<file path="src/rtl/audio_ctrl.sv">
// Sample-rate scheduler and FIFO in front of the stereo sigma-delta DAC.
// Optional AUDIO_CTRL_VOLUME_EN adds a per-channel attenuation port.
module audio_ctrl #(
  parameter int unsigned FIFO_DEPTH = 16,
  parameter int unsigned DIV_W      = 16
) (
  input  logic                        clk,
  input  logic                        resetn,
  input  logic                        enable,
  input  logic [DIV_W-1:0]            div,
  input  logic                        mute,
`ifdef AUDIO_CTRL_VOLUME_EN
  input  logic [2:0]                  volume,
`endif
  input  logic [15:0]                 wr_data,
  input  logic                        wr_valid,
  output logic                        wr_ready,
  output logic [$clog2(FIFO_DEPTH):0] fifo_level,
  output logic                        refill,
  output logic                        underrun,
  input  logic                        underrun_clr,
  output logic [7:0]                  data_left,
  output logic [7:0]                  data_right
);

  localparam int unsigned PW = $clog2(FIFO_DEPTH);
  localparam int unsigned LW = PW + 1;
  localparam logic [LW-1:0] Full = LW'(FIFO_DEPTH);
  localparam logic [LW-1:0] Half = LW'(FIFO_DEPTH / 2);
  localparam logic [15:0] Midscale = 16'h8080;

  typedef enum logic [1:0] {StIdle, StPlay, StUnder} state_e;

  state_e            state_q, state_d;
  logic [DIV_W-1:0]  cnt_q, cnt_d;
  logic [PW-1:0]     wr_ptr_q, wr_ptr_d, rd_ptr_q, rd_ptr_d;
  logic [LW-1:0]     level_q, level_d;
  logic [15:0]       sample_q, sample_d;
  logic              underrun_q, underrun_d;
  logic              refill_q, refill_d;
  logic [15:0]       mem [FIFO_DEPTH];
  logic              push, pop, flush, set_under, full, empty;

  assign full  = (level_q == Full);
  assign empty = (level_q == '0);

  always_comb begin
    state_d   = state_q;
    cnt_d     = cnt_q;
    pop       = 1'b0;
    flush     = 1'b0;
    set_under = 1'b0;
    unique case (state_q)
      StIdle: begin
        if (enable) begin
          state_d = StPlay;
          cnt_d   = div;
        end
      end
      StPlay, StUnder: begin
        if (!enable) begin
          state_d = StIdle;
          flush   = 1'b1;
          cnt_d   = '0;
        end else if (cnt_q == '0) begin
          cnt_d = div;
          if (empty) begin
            set_under = 1'b1;
            state_d   = StUnder;
          end else begin
            pop     = 1'b1;
            state_d = StPlay;
          end
        end else begin
          cnt_d = cnt_q - DIV_W'(1);
        end
      end
      default: state_d = StIdle;
    endcase
  end

  // A push in the cycle that stops playback is dropped along with the flushed FIFO.
  assign push = wr_valid && !full && !flush;

  always_comb begin
    wr_ptr_d = wr_ptr_q;
    rd_ptr_d = rd_ptr_q;
    level_d  = level_q;
    sample_d = sample_q;
    if (flush) begin
      wr_ptr_d = '0;
      rd_ptr_d = '0;
      level_d  = '0;
      sample_d = Midscale;
    end else begin
      if (push) wr_ptr_d = wr_ptr_q + PW'(1);
      if (pop) begin
        rd_ptr_d = rd_ptr_q + PW'(1);
        sample_d = mem[rd_ptr_q];
      end
      level_d = level_q + LW'(push) - LW'(pop);
    end
    underrun_d = set_under ? 1'b1 : (underrun_clr ? 1'b0 : underrun_q);
    refill_d   = enable && (level_d <= Half);
  end

  always_ff @(posedge clk) begin
    if (!resetn) begin
      state_q    <= StIdle;
      cnt_q      <= '0;
      wr_ptr_q   <= '0;
      rd_ptr_q   <= '0;
      level_q    <= '0;
      sample_q   <= Midscale;
      underrun_q <= 1'b0;
      refill_q   <= 1'b0;
    end else begin
      state_q    <= state_d;
      cnt_q      <= cnt_d;
      wr_ptr_q   <= wr_ptr_d;
      rd_ptr_q   <= rd_ptr_d;
      level_q    <= level_d;
      sample_q   <= sample_d;
      underrun_q <= underrun_d;
      refill_q   <= refill_d;
    end
  end

  always_ff @(posedge clk) begin
    if (push) mem[wr_ptr_q] <= wr_data;
  end

  assign wr_ready   = !full;
  assign fifo_level = level_q;
  assign refill     = refill_q;
  assign underrun   = underrun_q;

  logic [7:0] left_s, right_s;

`ifdef AUDIO_CTRL_VOLUME_EN
  // Attenuate around midscale so silence stays silent at every volume setting.
  function automatic logic [7:0] scale(input logic [7:0] s, input logic [2:0] v);
    logic signed [9:0] diff, res;
    diff = $signed({2'b00, s}) - 10'sd128;
    res  = (diff >>> v) + 10'sd128;
    if (res < 10'sd0)        return 8'h00;
    else if (res > 10'sd255) return 8'hFF;
    else                     return res[7:0];
  endfunction

  assign left_s  = scale(sample_q[15:8], volume);
  assign right_s = scale(sample_q[7:0], volume);
`else
  assign left_s  = sample_q[15:8];
  assign right_s = sample_q[7:0];
`endif

  assign data_left  = mute ? 8'h80 : left_s;
  assign data_right = mute ? 8'h80 : right_s;

endmodule

</file>
<file path="config.mk">
export PLATFORM = sky130hd
export DESIGN_NAME = audio_ctrl
export DESIGN_NICKNAME = d
export VERILOG_FILES = /design/src/rtl/audio_ctrl.sv
export SDC_FILE = /design/constraint.sdc
export NUM_CORES = 1
export LEC_CHECK = 0
export BUFFER_PORTS_ARGS = -buffer_cell sky130_fd_sc_hd__buf_2
export CAP_MARGIN = 20
export CORE_UTILIZATION = 55
export CTS_BUF_LIST = sky130_fd_sc_hd__clkbuf_2
export DETAILED_ROUTE_END_ITERATION = 8
export GPL_ROUTABILITY_DRIVEN = 0
export PLACE_DENSITY = 0.73
export SYNTH_ARGS = -nofsm -noshare
export SYNTH_HDL_FRONTEND = slang
export SYNTH_SLANG_ARGS = --single-unit
</file>
<file path="constraint.sdc">
create_clock -name clk -period 3.24 [get_ports clk]
set_input_delay 0.162 -clock clk [delete_from_list [all_inputs] [get_ports clk]]
set_output_delay 0.162 -clock clk [all_outputs]
set_load 0.02 [all_outputs]
</file>
# Word level (Yosys, flattened, before mapping)
# Memories as Yosys holds them, arrays and structs flattened. A register that Yosys moved wholly into a read port is not among the register bits.
# Index checks and enable logic that the tools add are counted.
[totals] reg_bits=33 ramBits=256 in_bits=38 memories=1
[op_classes] n_addsub=5 n_lt_le_gt_ge=1 eq_ne=5 n_mux=26 bitwise_logic=1 reduce_logical=14
[memory_table] name="mem" depth=16 width=16 rd=1 rd_ports_with_merged_regs=1 wr=1 line="41" rtl="logic [15:0] mem [FIFO_DEPTH];"
[ops] op="$mux W16" count=3
[ops] op="$pmux W16 S2" count=1
[ops] op="$logic_not A16 Y1" count=1
[ops] op="$mux W8" count=2
[ops] op="$sub A16 B1 Y16 const B" count=1
[ops] op="$mux W1" count=14
[ops] op="$add A4 B1 Y4 const B" count=2
[ops] op="$mux W2" count=4
[ops] op="$add A5 B1 Y5" count=1
[ops] op="$eq A5 B5 Y1 const B" count=1
[ops] op="$le A5 B4 Y1 const B" count=1
[ops] op="$logic_not A5 Y1" count=1
[ops] op="$mux W5" count=1
[ops] op="$sub A5 B1 Y5" count=1
[ops] op="$pmux W2 S2" count=1
[ops] op="$reduce_and A2 Y1" count=2
[ops] op="$reduce_bool A2 Y1" count=2
[ops] op="$reduce_or A2 Y1" count=2
[ops] op="$logic_and A1 B1 Y1" count=3
[ops] op="$ne A3 B3 Y1 const B" count=1
[ops] op="$eq A2 B1 Y1 const B" count=1
[ops] op="$eq A2 B2 Y1 const B" count=1
[ops] op="$logic_not A1 Y1" count=2
[ops] op="$logic_not A2 Y1" count=1
[ops] op="other kinds (2)" count=2

# Depth between registers and ports, before layout
# Gate-level depths: netlist (run 1).
[logic_depth] ltp_word=10 ltp_mapped=14

# Worst setup path after synthesis (run 1)
# Ideal clock, no wire load.
[synth_timing] kind="reg-to-reg" start="register level_q[3] (netlist: fifo_level[3])" end="register refill_q (netlist: refill)" setup_time_ps=60 arrival_time_ps=3040 required_time_ps=3180 slack_ps=139 stages_incl_launch_ff=14 path_buffers=0 path_cell_list="dfxtp_1 inv_1 ha_1 or4b_2 and2_0 and3_1 ha_1 inv_1 ha_1 fa_1 a21oi_1 o21bai_1 xnor2_1 o2111a_1"
[synth_via] elab_chain_len=9
[synth_lines] element="start: declaration" line="37" rtl="logic [LW-1:0] level_q, level_d;"
[synth_lines] element="start signal: assignment" line="122" rtl="level_q <= level_d;"
[synth_lines] element="$logic_not A5 Y1" line="45" rtl="assign empty = (level_q == '0);"
[synth_lines] element="$mux W1" line="67" rtl="if (empty) begin"
[synth_lines] element="$mux W1" line="65" rtl="end else if (cnt_q == '0) begin"
[synth_lines] element="$mux W1" line="61" rtl="if (!enable) begin"
[synth_lines] element="$mux W1" line="53" rtl="unique case (state_q)"
[synth_lines] element="via pop" line="42" rtl="logic push, pop, flush, set_under, full, empty;"
[synth_lines] element="$sub A5 B1 Y5" line="101" rtl="level_d = level_q + LW'(push) - LW'(pop);"
[synth_lines] element="$mux W5" line="90" rtl="if (flush) begin"
[synth_lines] element="$le A5 B4 Y1" line="104" rtl="refill_d = enable && (level_d <= Half);"
[synth_lines] element="$logic_and A1 B1 Y1" line="104"
[synth_lines] element="end signal: assignment" line="125" rtl="refill_q <= refill_d;"
[synth_lines] element="end: declaration" line="40" rtl="logic refill_q, refill_d;"
# The timed path passes the listed nets, and every way through them passes these cells.
# A chain may end at the register's enable or synchronous reset.

# Worst setup path after layout (run 1)
[layout_timing] start="register cnt_q[0]" end="register refill_q (netlist: refill)"
[layout_via] elab_chain_len=8
[layout_lines] element="start: declaration" line="35" rtl="logic [DIV_W-1:0] cnt_q, cnt_d;"
[layout_lines] element="start signal: assignment" line="119" rtl="cnt_q <= cnt_d;"
[layout_lines] element="$logic_not A16 Y1" line="65"
[layout_lines] element="$mux W1" line="65"
[layout_lines] element="$mux W1" line="61"
[layout_lines] element="$mux W1" line="53"
[layout_lines] element="via pop" line="42"
[layout_lines] element="$sub A5 B1 Y5" line="101"
[layout_lines] element="$mux W5" line="90"
[layout_lines] element="$le A5 B4 Y1" line="104"
[layout_lines] element="$logic_and A1 B1 Y1" line="104"
# The timed path passes the listed nets, and every way through them passes these cells.

==> reports/metrics.yaml, run 1 <==
status: "finished, violations left"
violations: "DRC"
num_io_pins: 62
dp_slack_ps: 53.47
synth_edf_count: 256
dr.pass1.iters: 7
initial_core_util_pct: 56.93
fin_ws_ps: 130.5
area_delta_synth_final_pct: 16.88
rsz0062_at_grt: "false"
ys_ff_latch: 305
worst_pin_slew_ps: 695.8
clk_pin_slew_worst_paths_ps: 90
setup_tns_ps: 0
cts_tree: "yes"
yosysWarnings: 0
fmax_mhz: 321.6
ant_nets: 0
fin_crit_sh_pct: 95.97
drv_cap: 0
multi_input_area_um2: 3682
grt_max_degree: 36
seq_area_frac_synth_pct: 68.92
synth_top_area_share_pct: 61.12
regArea_um2: 8675
clk_latency_ps: 880
arrival_ps: 3860
routedWlPerCell_um: 21.63
relSlewSlack_pct: 53.55
syn_area_per_cell_um2: 16.38
worstHoldPathCells: 4
die_w_um: 153.2
root_buffer: "clkbuf_2"
coreArea_um2: 22090
async_flop_share_pct: 0
fin_hold_ws_ps: 187.4
crit_fanout: 4
cts_max_path_buffers: 3
drc: 1
nFillCells: 1539
initialDrtViolationCount: 742
fin_crit_ps: 3110
final_cell_mix: "256 x edfxtp_1, 114 x clkbuf_2, 64 x mux4_2"
grt_first_pass_wirelength_mm: 43.32
dp_hpwl_mm: 16.96
required_ps: 3990
layout.nets: 1008
cts-buffers-inserted: 76
yosysTopAreaCell: "edfxtp_1"
final_hold_viol_count: 0
cts.sinks: 305
cp-start-kind: "flop"
fin_area_um2: 14700
final_common_cell: "edfxtp_1"
die_area_um2: 23480
synthesis.area_um2: 12580
reg2reg_depth: 13
grt_usage_pct: 24.76
io_buffers: 61
setup_viol: 0
netlist_top_cells_area: "edfxtp_1 61%, mux4_2 11%, dfxtp_1 7.8%"
p_per_area_nw_per_um2: 558.1
holdCritPathClass: "input pin to flop"
grt_overflow: 0
grt_pass1_vias: 7877
fin_skew_ps: 77.54
cp-end-kind: "flop"
viasPerCell: 6.039
drv_slew: 0
dpl_cell_area_um2: 13380
drive_above_1_share_pct: 32.11
syn_nets: 822
synthCells: 768
p_total_uw: 8204
rows: 54
leakagePower_uw: 0.005120
htree_levels: 3
via_count: 7808
setup.worst_path.class: "flop to flop"
wirelength_mm: 27.97
synth.distinct_cells: 62
antenna_found_initial: 1
die_y_um: 153.2
ys.flop_type: "edfxtp_1"
vdd_drop_max_v: 0.0003536
-- per-layer routing --
metal	GRT usage [%]	wire length (um)	up-vias
met2	40.27	13750	398
li1	-	-	3452
met5	2.484	77	-
met1	32.71	11210	3879
met4	8.369	588	2
met3	6.011	2345	77
-- sequential cells by signal, summed over array words and instances (netlist names) --
signal	count
cnt_q	16
fifo_level	5
mem	256
rd_ptr_q	4
refill	1
sample_q	16
state_q	2
underrun	1
wr_ptr_q	4
-- logic make-up after synthesis --
kind of cell | share of synthesized area (%)
AO/OA/AOI/OAI | 6.238
AND/OR/NAND/NOR | 6.407
flip-flops | 68.92
buffers and inverters | 2.109
adder cells (fa/ha/maj) | 1.651
multiplexers | 13.98
XOR/XNOR | 0.6964
-- final timing paths --
| kind | slack [ps] | to | startpoint |
|---|---|---|---|
| max | 130 | refill$_SDFF_PN0_ | cnt_q[0]$_SDFFE_PN0P_ |
| min | 190 | wr_ptr_q[1]$_SDFFE_PP0P_ | wr_valid |
| max reg2reg | 130 | refill$_SDFF_PN0_ | cnt_q[0]$_SDFFE_PN0P_ |
| min reg2reg | 490 | sample_q[8]$_SDFFE_PP0P_ | sample_q[8]$_SDFFE_PP0P_ |
-- area by class of cell --
cell class / instances / share of cell area (%)
Sequential cell: 305 / 59.01
Multi-Input combinational cell: 400 / 25.05
Timing Repair Buffer: 151 / 7.796
Clock buffer: 114 / 3.881
Tap cell: 280 / 2.383
Clock inverter: 22 / 1.353
Inverter: 20 / 0.5107
Antenna cell: 1 / 0.01702
-- power breakdown --
part / leakage [uW] / total [uW] / switching (uW) / internal (uW)
Clock: 0.000567 / 2760 / 1500 / 1260
Combinational: 0.00184 / 990 / 576 / 414
Sequential: 0.00271 / 4450 / 76.1 / 4380
-- synth_stat cells, types with 3 or more instances --
master	n
a211oi_1	4
a21oi_1	51
a31oi_1	5
and3_1	6
buf_1	6
buf_2	8
buf_4	3
clkbuf_1	25
dfxtp_1	49
edfxtp_1	256
ha_1	15
inv_1	20
mux2_2	13
mux2i_1	17
mux4_2	64
nand2_1	19
nand2b_1	8
nand3_1	14
nor2_1	49
nor2b_1	16
nor3_1	9
nor4_1	4
o21ai_0	27
o22ai_1	5
o31ai_1	6
o32ai_1	3
or2_2	6
or3_1	7
xnor2_1	7
xor2_1	3
-- worst max-delay path, cell delays in order (launching register included) --
cell	delay, ps
dfxtp_1	330
inv_1	140
ha_1	220
or3b_1	440
nor2_1	240
and3_1	210
ha_1	120
inv_1	40
ha_1	210
fa_2	400
a21oi_1	140
o21bai_1	90
xnor2_1	190
o2111a_1	210
-- per-stage QoR --
stage,util [%],instances
CTS,66.35,1291
global route,66.54,1293
finish,66.54,1293
floorplan,-,768
global placement,60.56,1104
detailed placement,60.56,1104
-- what timing repair did --
action | 4_1_cts | 5_1_grt
hold endpoints to repair | 288 | 0
endpoints found under the setup margin | 0 | 3
hold buffers | 51 | 0
setup buffers | 0 | 1
gates resized for setup | 0 | 4
(Power assumes the default switching activity.)
==> inputs of run 2 (changes only) <==
CORE_MARGIN = 2   (was not set)
CTS_BUF_LIST = sky130_fd_sc_hd__clkbuf_16   (was sky130_fd_sc_hd__clkbuf_2)
==> reports/metrics.yaml, run 2 (same netlist as run 1, synthesis figures left out) <==
arrival_ps: 3440
top_register: "mem"
fin_crit_ps: 2954
final_hold_viol_count: 0
rows: 55
clk_latency_ps: 540
layout.nets: 942
cp-start-kind: "flop"
grt_overflow: 0
io_buffers: 61
top_regs: "mem x256, cnt_q x16, sample_q x16"
via_count: 7325
setup_tns_ps: 0
relSlewSlack_pct: 50.43
cp_common_cell: "ha_1"
routedWlPerCell_um: 22.88
regArea_um2: 8675
path_delay_family: "simple AND/OR/NAND/NOR gates"
htree_levels: 1
status: "completed"
crit_fanout: 9
initial_core_util_pct: 55.72
worst_pin_slew_ps: 740.8
setup.worst_path.class: "flop to flop"
coreArea_um2: 22570
die_y_um: 155.2
cts-buffers-inserted: 30
clk_pin_slew_worst_paths_ps: 70
cts.sinks: 305
fin_crit_sh_pct: 91.17
cp_cell_sequence: "or4_1 -> nor3_1 -> and3_1 -> ha_1 -> inv_1 -> ha_1 -> fa_2 -> a21oi_2 -> o21bai_1 -> xnor2_1 -> o2111a_1"
drv_slew: 0
largest_register_ffs: 256
antenna_found_initial: 0
grt_max_degree: 67
antenna_cells: 0
path_buf_inv: 1
p_total_uw: 8753
vdd_drop_max_v: 0.0005121
final_cell_mix: "256 x edfxtp_1, 64 x mux4_2, 61 x buf_2"
dr.pass1.iters: 7
p_per_area_nw_per_um2: 596.6
num_io_pins: 62
fmax_mhz: 338.5
setup_viol: 0
cts_tree: "yes"
required_ps: 3720
multi_input_area_um2: 3674
rsz0062_at_grt: "false"
utilization_pct: 64.99
crit_path_top_delay_cell: "or4_1"
grt_pass1_vias: 7490
dp_hpwl_mm: 16.79
max_stage_delay_ps: 680
cts_max_path_buffers: 3
ant_nets: 0
leakagePower_uw: 0.004940
final_common_cell: "edfxtp_1"
cp-end-kind: "flop"
initialDrtViolationCount: 620
nFillCells: 1519
drc: 0
regToRegSetupSlack_ps: 290
grt_first_pass_wirelength_mm: 42.60
die_w_um: 155.2
drv_cap: 0
area_delta_synth_final_pct: 16.64
wirelength_mm: 27.32
viasPerCell: 6.135
fin_skew_ps: 14.00
root_buffer: "clkbuf_16"
drive_above_1_share_pct: 26.62
holdCritPathClass: "input pin to flop"
fin_hold_ws_ps: 24.20
grt_usage_pct: 23.32
die_area_um2: 24090
run 2: report_power, final:
group	switching [uW]	internal [uW]
Sequential	76.8	4380
Clock	1400	1960
Combinational	564	376
Total	2040	6710
run 2: tightest hold or removal path, delay by kind of cell:
family	cells	cell delay (ps)
AOI/OAI and AO/OA	3	200
buffers and inverters	2	150
run 2: cell type report:
cell class,instances,area share [%]
Clock buffer,31,5.288
Clock inverter,22,1.220
Inverter,20,0.5117
Multi-Input combinational cell,400,25.04
Sequential cell,305,59.13
Tap cell,285,2.431
Timing Repair Buffer,131,6.380
run 2: path summary, 6_finish.rpt:
path	from	end	depth (start not counted)
max reg2reg	cnt_q[3]$_SDFFE_PN0P_	refill$_SDFF_PN0_	11
max	cnt_q[3]$_SDFFE_PN0P_	refill$_SDFF_PN0_	11
min	div[14]	cnt_q[14]$_SDFFE_PN0P_	5
min reg2reg	sample_q[8]$_SDFFE_PP0P_	sample_q[8]$_SDFFE_PP0P_	2
run 2: repair_timing:
action | 4_1_cts | 5_1_grt
hold endpoints to repair | 243 | 0
hold buffers | 32 | 0
setup endpoints to repair | 0 | 2
buffers inserted | 0 | 0
gates resized for setup | 0 | 3
run 2: through the flow:
stage | setup slack (ps) | instances | instance area, um2
after global routing | 78.03 | 1194 | 14670
after floorplan | 139.5 | 768 | 12580
after global placement | 210.9 | 1109 | 13390
after CTS | 20.68 | 1194 | 14660
final | 286.1 | 1194 | 14670
after detailed placement | 21.53 | 1109 | 13390
run 2: metal layers:
layer,GRT usage [%],routed length (um),part of all wire [%],vias up
li1,-,-,-,3263
met5,0,0,0,-
met1,32.76,11280,41,3702
met2,38.48,13500,49,301
met4,6.903,754,2.8,0
met3,3.649,1776,6.5,59
